==> src/rtl/key_search_sequencer.sv <==
// key_search_sequencer: runs one key search, buffering candidates of the target weight in a FIFO.
// Define KEY_SEARCH_STATS_EN to add the out_tries port.
module key_search_sequencer #(
    parameter int KEY_W      = 128,
    parameter int CNT_W      = 16,
    parameter int FIFO_DEPTH = 4,
    parameter int MAX_TRIES  = 65535
) (
    input  logic             in_clk,
    input  logic             in_rst,
    input  logic             in_start,
    input  logic             in_abort,
    input  logic [7:0]       in_target_weight,
    input  logic [CNT_W-1:0] in_key_count,
    output logic             out_cand_req,
    input  logic             in_cand_valid,
    input  logic [KEY_W-1:0] in_cand_key,
    input  logic [7:0]       in_cand_weight,
    output logic             out_key_valid,
    output logic [KEY_W-1:0] out_key,
    input  logic             in_key_ready,
    output logic             out_busy,
    output logic             out_done,
    output logic             out_timeout,
    output logic [CNT_W-1:0] out_keys_found
`ifdef KEY_SEARCH_STATS_EN
    ,
    output logic [CNT_W-1:0] out_tries
`endif
);
    localparam int AW = $clog2(FIFO_DEPTH);
    localparam logic [AW:0] FULL = (AW+1)'(FIFO_DEPTH);
    localparam logic [CNT_W-1:0] MAX_T = CNT_W'(MAX_TRIES);
    typedef enum logic [1:0] {IDLE, SEARCH, DRAIN, DONE} state_t;
    state_t state, state_n;
    logic [7:0] target;
    logic [CNT_W-1:0] count, found, tries, found_inc, tries_inc;
    logic timeout, done, xfer, match, pop, hit_count, hit_max;
    logic [KEY_W-1:0] mem [FIFO_DEPTH];
    logic [AW-1:0] wr_ptr, rd_ptr;
    logic [AW:0] occ;
    assign out_cand_req = (state == SEARCH) && (occ < FULL);
    assign xfer = out_cand_req & in_cand_valid & ~in_abort;
    assign match = xfer & (in_cand_weight == target);
    assign out_key_valid = occ != '0;
    assign out_key = out_key_valid ? mem[rd_ptr] : '0;
    assign pop = out_key_valid & in_key_ready;
    assign found_inc = (found == '1) ? found : found + 1'b1;
    assign tries_inc = (tries == '1) ? tries : tries + 1'b1;
    // completion takes priority over the try budget on the final candidate
    assign hit_count = match && (found_inc == count);
    assign hit_max = xfer && (tries_inc == MAX_T);
    assign out_busy = state != IDLE;
    assign out_done = done;
    assign out_timeout = timeout;
    assign out_keys_found = found;
`ifdef KEY_SEARCH_STATS_EN
    assign out_tries = tries;
`endif
    always_comb begin
        state_n = state;
        case (state)
            IDLE:    state_n = in_start ? ((in_key_count == '0) ? DONE : SEARCH) : IDLE;
            SEARCH:  state_n = (hit_count || hit_max) ? DRAIN : SEARCH;
            DRAIN:   state_n = (occ == '0 || (occ == (AW+1)'(1) && pop)) ? DONE : DRAIN;
            default: state_n = IDLE;
        endcase
        if (in_abort) state_n = IDLE;
    end
    always_ff @(posedge in_clk or posedge in_rst) begin
        if (in_rst) begin
            state   <= IDLE;
            target  <= '0;
            count   <= '0;
            found   <= '0;
            tries   <= '0;
            timeout <= 1'b0;
            done    <= 1'b0;
            wr_ptr  <= '0;
            rd_ptr  <= '0;
            occ     <= '0;
        end else begin
            state <= state_n;
            done  <= (state == DONE) && !in_abort;
            if (in_abort) begin
                tries   <= '0;
                timeout <= 1'b0;
                wr_ptr  <= '0;
                rd_ptr  <= '0;
                occ     <= '0;
            end else begin
                if (state == IDLE && in_start) begin
                    target  <= in_target_weight;
                    count   <= in_key_count;
                    found   <= '0;
                    tries   <= '0;
                    timeout <= 1'b0;
                end
                if (xfer) tries <= tries_inc;
                if (match) found <= found_inc;
                if (hit_max && !hit_count) timeout <= 1'b1;
                if (match) wr_ptr <= wr_ptr + 1'b1;
                if (pop) rd_ptr <= rd_ptr + 1'b1;
                occ <= occ + (AW+1)'(match) - (AW+1)'(pop);
            end
        end
    end
    always_ff @(posedge in_clk) begin
        if (match) mem[wr_ptr] <= in_cand_key;
    end
endmodule

==> config.mk <==
export PLATFORM = sky130hd
export DESIGN_NAME = key_search_sequencer
export DESIGN_NICKNAME = d
export VERILOG_FILES = /design/src/rtl/key_search_sequencer.sv
export SDC_FILE = /design/constraint.sdc
export NUM_CORES = 1
export LEC_CHECK = 0
export BUFFER_PORTS_ARGS = -buffer_cell sky130_fd_sc_hd__buf_2
export CAP_MARGIN = 15
export CORE_MARGIN = 4
export CORE_UTILIZATION = 45
export CTS_CLUSTER_DIAMETER = 200
export CTS_CLUSTER_SIZE = 16
export DETAILED_ROUTE_END_ITERATION = 12
export PLACE_DENSITY = 0.75
export SETUP_SLACK_MARGIN = 0.05
export SYNTH_ARGS = -nofsm -noshare
export SYNTH_HDL_FRONTEND = slang
export SYNTH_SLANG_ARGS = --single-unit
==> constraint.sdc <==
create_clock -name in_clk -period 6.3 [get_ports in_clk]
set_input_delay 0 -clock in_clk [delete_from_list [all_inputs] [get_ports in_clk]]
set_output_delay 0 -clock in_clk [all_outputs]
set_load 0.005 [all_outputs]
==> run_results.csv <==
group,metric,value,unit
yosys,synth_area_in_xor_xnor,1.11,%
floorplanning,num_rows,83,
clock_tree,cts.sink_count,579,
outcome,status,"complete, no violations",
sta,hold_viol_final,0,
sta,worst-slew-pin-transition,1.05,ns
yosys,synthesis.area_per_instance,17.6,um^2
floorplanning,io_pins,315,
power,power_report.internal_total,6.71,mW
sta,timing.max_slew.rel_slack,29.8,%
global_route,gr_util_all_layers,19.6,%
power,power.share.combinational,27.1,%
yosys,synth_sequential_area_ratio,72.2,%
yosys,synth_edf_count,512,
global_route,antenna_violations_before_repair,7,
clock_tree,postCtsSetupBuffers,0,
sta,setup_viol_count_final,0,
floorplanning,core,51600,um^2
floorplanning,die_height,237,um
place,gpl_wtd_cong,0.888,
yosys,yosys-mux-area-fraction,12.5,%
drt,overall_routed_net_length,55.9,mm
global_route,vias_in_the_first_global_route,14500,
sta,totalNegativeSetupSlack,0,ns
yosys,synth_cell_type_count,67,
yosys,synth_top_cells_by_area,"sky130_fd_sc_hd__edfxtp_1 (65%), sky130_fd_sc_hd__mux4_2 (12%), sky130_fd_sc_hd__dfrtp_1 (7.1%)",
clock_tree,cts-root-to-sink-buffers,3,
sta,final-max-slew-violation-count,0,
sta,timing.final.crit_period,3.73,ns
power,total_switching_power,2.61,mW
place,numPlacedInstances,2285,
global_route,grt_pass1_wl,86.4,mm
place,place.detailed.hpwl,33.7,mm
power,worst_supply_voltage_drop_on_vdd,0.272,mV
power,clock_power_share,26.6,%
global_route,grt_start_max_net_pins,129,
yosys,yosys_warnings,0,
yosys,syn-num-nets,1521,
place,place.port_buffers,314,
critical_path,critical_path.n_buffers_inverters,2,
critical_path,worstSetupPathType,"flip-flop to flip-flop",
clock_tree,cts_inserted_buffers,42,
critical_path,rr_startpoint,"state[1]",
yosys,synth_top_family_by_area,"multiplexers",
critical_path,worst_path_dominant_cell_family,"simple AND/OR/NAND/NOR gates",
floorplanning,initial_core_util,45.8,%
power,p_leak,10.2,nW
yosys,synth_largest_type_area_fraction,65.1,%
critical_path,worstSetupPathDepth,6,
cells_and_area,flow.area_growth_from_synthesis,21.4,%
yosys,post_synth_inst_count,1346,
yosys,synthTopCellsByCount,"sky130_fd_sc_hd__edfxtp_1 (512), sky130_fd_sc_hd__and2_1 (136), sky130_fd_sc_hd__mux4_2 (128), sky130_fd_sc_hd__nand2_1 (109), sky130_fd_sc_hd__dfrtp_1 (67)",
yosys,post_synth_and_or_nand_nor_area_fraction,8.98,%
critical_path,arrival,3.96,ns
sta,timing.final.crit_share,59.2,%
yosys,synth-async-reset-ratio,11.6,%
yosys,yosysMostFrequentCell,"sky130_fd_sc_hd__edfxtp_1",
clock_tree,ctsRootBufferMaster,"sky130_fd_sc_hd__clkbuf_16",
critical_path,critical_path.startpoint_type,"flip-flop",
power,power.density,325,nW/um^2
critical_path,critPathMostFrequentCell,"sky130_fd_sc_hd__buf_4",
drt,avgRoutedWirePerCell,22.4,um
yosys,synth_area,23600,um^2
critical_path,path_max_fanout,61,
power,power.sequential.fraction,46.3,%
drt,vias,13800,
floorplanning,dieArea,56200,um^2
drt,avgViaCountPerCell,5.53,
cells_and_area,instances_no_fill,2499,
drt,antenna_violating_nets_post_route,0,
critical_path,critical_path.max_stage_delay,0.86,ns
yosys,dominantRegCellSynth,"sky130_fd_sc_hd__edfxtp_1",
yosys,yosysTopAreaCell,"sky130_fd_sc_hd__edfxtp_1",
yosys,ys_seq_elements,579,
critical_path,endpoint_required_time_on_the_critical_path,6.53,ns
clock_tree,clk_transition_reported_paths,0.08,ns
worst_hold_path,hold_path_class,"primary input to flip-flop",
clock_tree,tritoncts,"done",
drt,drt-initial-drc-count,1140,
clock_tree,htreeDepth,2,
power,power.share.switching,28.0,%
power,power.total,9.33,mW
critical_path,r2r.worst_path.cells,6,
yosys,post_synth_fa_ha_maj_area_fraction,0.508,%
sta,fin_skew,0.0211,ns
drt,drt_pass_1_iters,5,
critical_path,reg2reg_slack,2.57,ns
critical_path,path_cells,"nand4bb_1 > nor2_1 > and4_1 > buf_4 > and2_4 > buf_4",
global_route,grt.overflow.total,0,
sta,max_freq,0.268,GHz
cells_and_area,fin_nets,1980,
run,maxCapViolCount,0,
clock_tree,postCtsResizedCells,0,
yosys,synth_compound_area_share,3.27,%
cells_and_area,post_route_cells_drive_above_1_share,29.1,%
critical_path,critical-path-slowest-cell,"sky130_fd_sc_hd__and2_4",
critical_path,end_of_the_worst_register_to_register_path,"mem[3][68]",
critical_path,endpoint_kind,"flip-flop",
clock_tree,clkLatencyLatePin,0.57,ns
sta,setup_repair_after_global_routing_missed_its_margin,"no",
critical_path,worstSetupStartpoint,"state[1]",
floorplanning,chipWidth,237,um
drt,route.detailed.drc,0,
critical_path,timing.critical_path.to,"mem[3][68]",
-- worst min-delay path: cells and delay by family --
family                 cells  cell delay, ns
buffers and inverters      1            0.10
AOI/OAI and AO/OA          1            0.06
and+or+nand+nor            3            0.49
-- sequential cells by signal, summed over array words and instances, names as in the netlist --
register and cells:
out_keys_found 16, out_timeout 1, count 16, tries 16, occ 3, rd_ptr 2, wr_ptr 2, state 2
target 8, mem 512, out_done 1
-- cells in the final DEF (no fill, tap or decap), drive strengths merged, types with 4 or more instances in the layout --
master / count
nand2: 109
a211oi: 4
nor2: 38
clkbuf: 49
a31oi: 10
dlygate4sd3: 156
ha: 8
and3: 9
or3: 7
nor2b: 6
xor2: 16
diode: 6
edfxtp: 512
buf: 330
nand3: 22
nor3: 9
mux4: 128
xnor2: 14
nor4: 16
a22oi: 5
and4: 7
inv: 14
mux2i: 4
a21oi: 26
and2: 137
dfrtp: 67
o31ai: 7
nand2b: 5
or4: 4
a21o: 4
nand4: 14
o21ai: 40
-- cell type report --
| cell class | count | area (um^2) |
|---|---|---|
| fillers | 3930 | 22900 |
| flip-flops and latches | 579 | 17100 |
| multi-input cells | 684 | 6250 |
| repair buffers | 486 | 3320 |
| clock buffers | 49 | 1100 |
| well taps | 680 | 851 |
| clock inverters | 3 | 45.0 |
| inverters | 12 | 45.0 |
| diodes | 6 | 15.0 |
-- cells by family after synthesis --
family / count (synthesis)
and+or+nand+nor: 389
AOI/OAI and AO/OA: 121
adders and majority gates: 9
DFF: 579
xor gates and xnor gates: 30
muxes: 135
buffers and inverters: 83
-- power by group through the flow --
stage               Combinational, mW  Sequential (mW)  Clock [mW]
floorplan                        1.49             4.33           0
global placement                 2.47             4.40           0
detailed placement               2.49             4.40           0
CTS                              2.58             4.32        2.56
global route                     2.75             4.33        2.72
finish                           2.53             4.32        2.48
-- worst min path at each step --
stage | startpoint | cells after the start | slack, ns | end
2_1_floorplan | in_cand_key[0] | 0 | 0.1 | mem[0][0]
3_3_place_gp | in_target_weight[1] | 3 | 0.20 | target[1]
3_5_place_dp | in_target_weight[1] | 3 | 0.20 | target[1]
4_1_cts | in_cand_valid | 5 | 0.07 | tries[4]
5_1_grt | in_target_weight[6] | 4 | 0.14 | target[6]
6_report | in_cand_valid | 5 | 0.13 | tries[4]
-- layer usage --
layer | wire [um] | global-route usage, %
met1 | 23500 | 27.0
met5 | 0 | 0
met3 | 3070 | 3.40
met4 | 1730 | 6.02
met2 | 27700 | 32.5
-- metrics by stage --
step	cell area (um^2)	hold WS [ns]	worst slack [ns]	util [%]
after CTS	28700	0.0706	2.52	55.5
after floorplan	23600	0.0989	1.44	-
after detailed placement	26000	0.198	2.54	50.3
final	28700	0.127	2.57	55.6
after global placement	26000	0.196	2.64	50.3
after global routing	28700	0.142	2.27	55.6
-- timing repair --
action | 4_1_cts | 5_1_grt
endpoints found under the setup margin | 0 | 0
hold endpoints to repair | 614 | 0
hold buffers | 156 | 0
(Power assumes the default switching activity.)
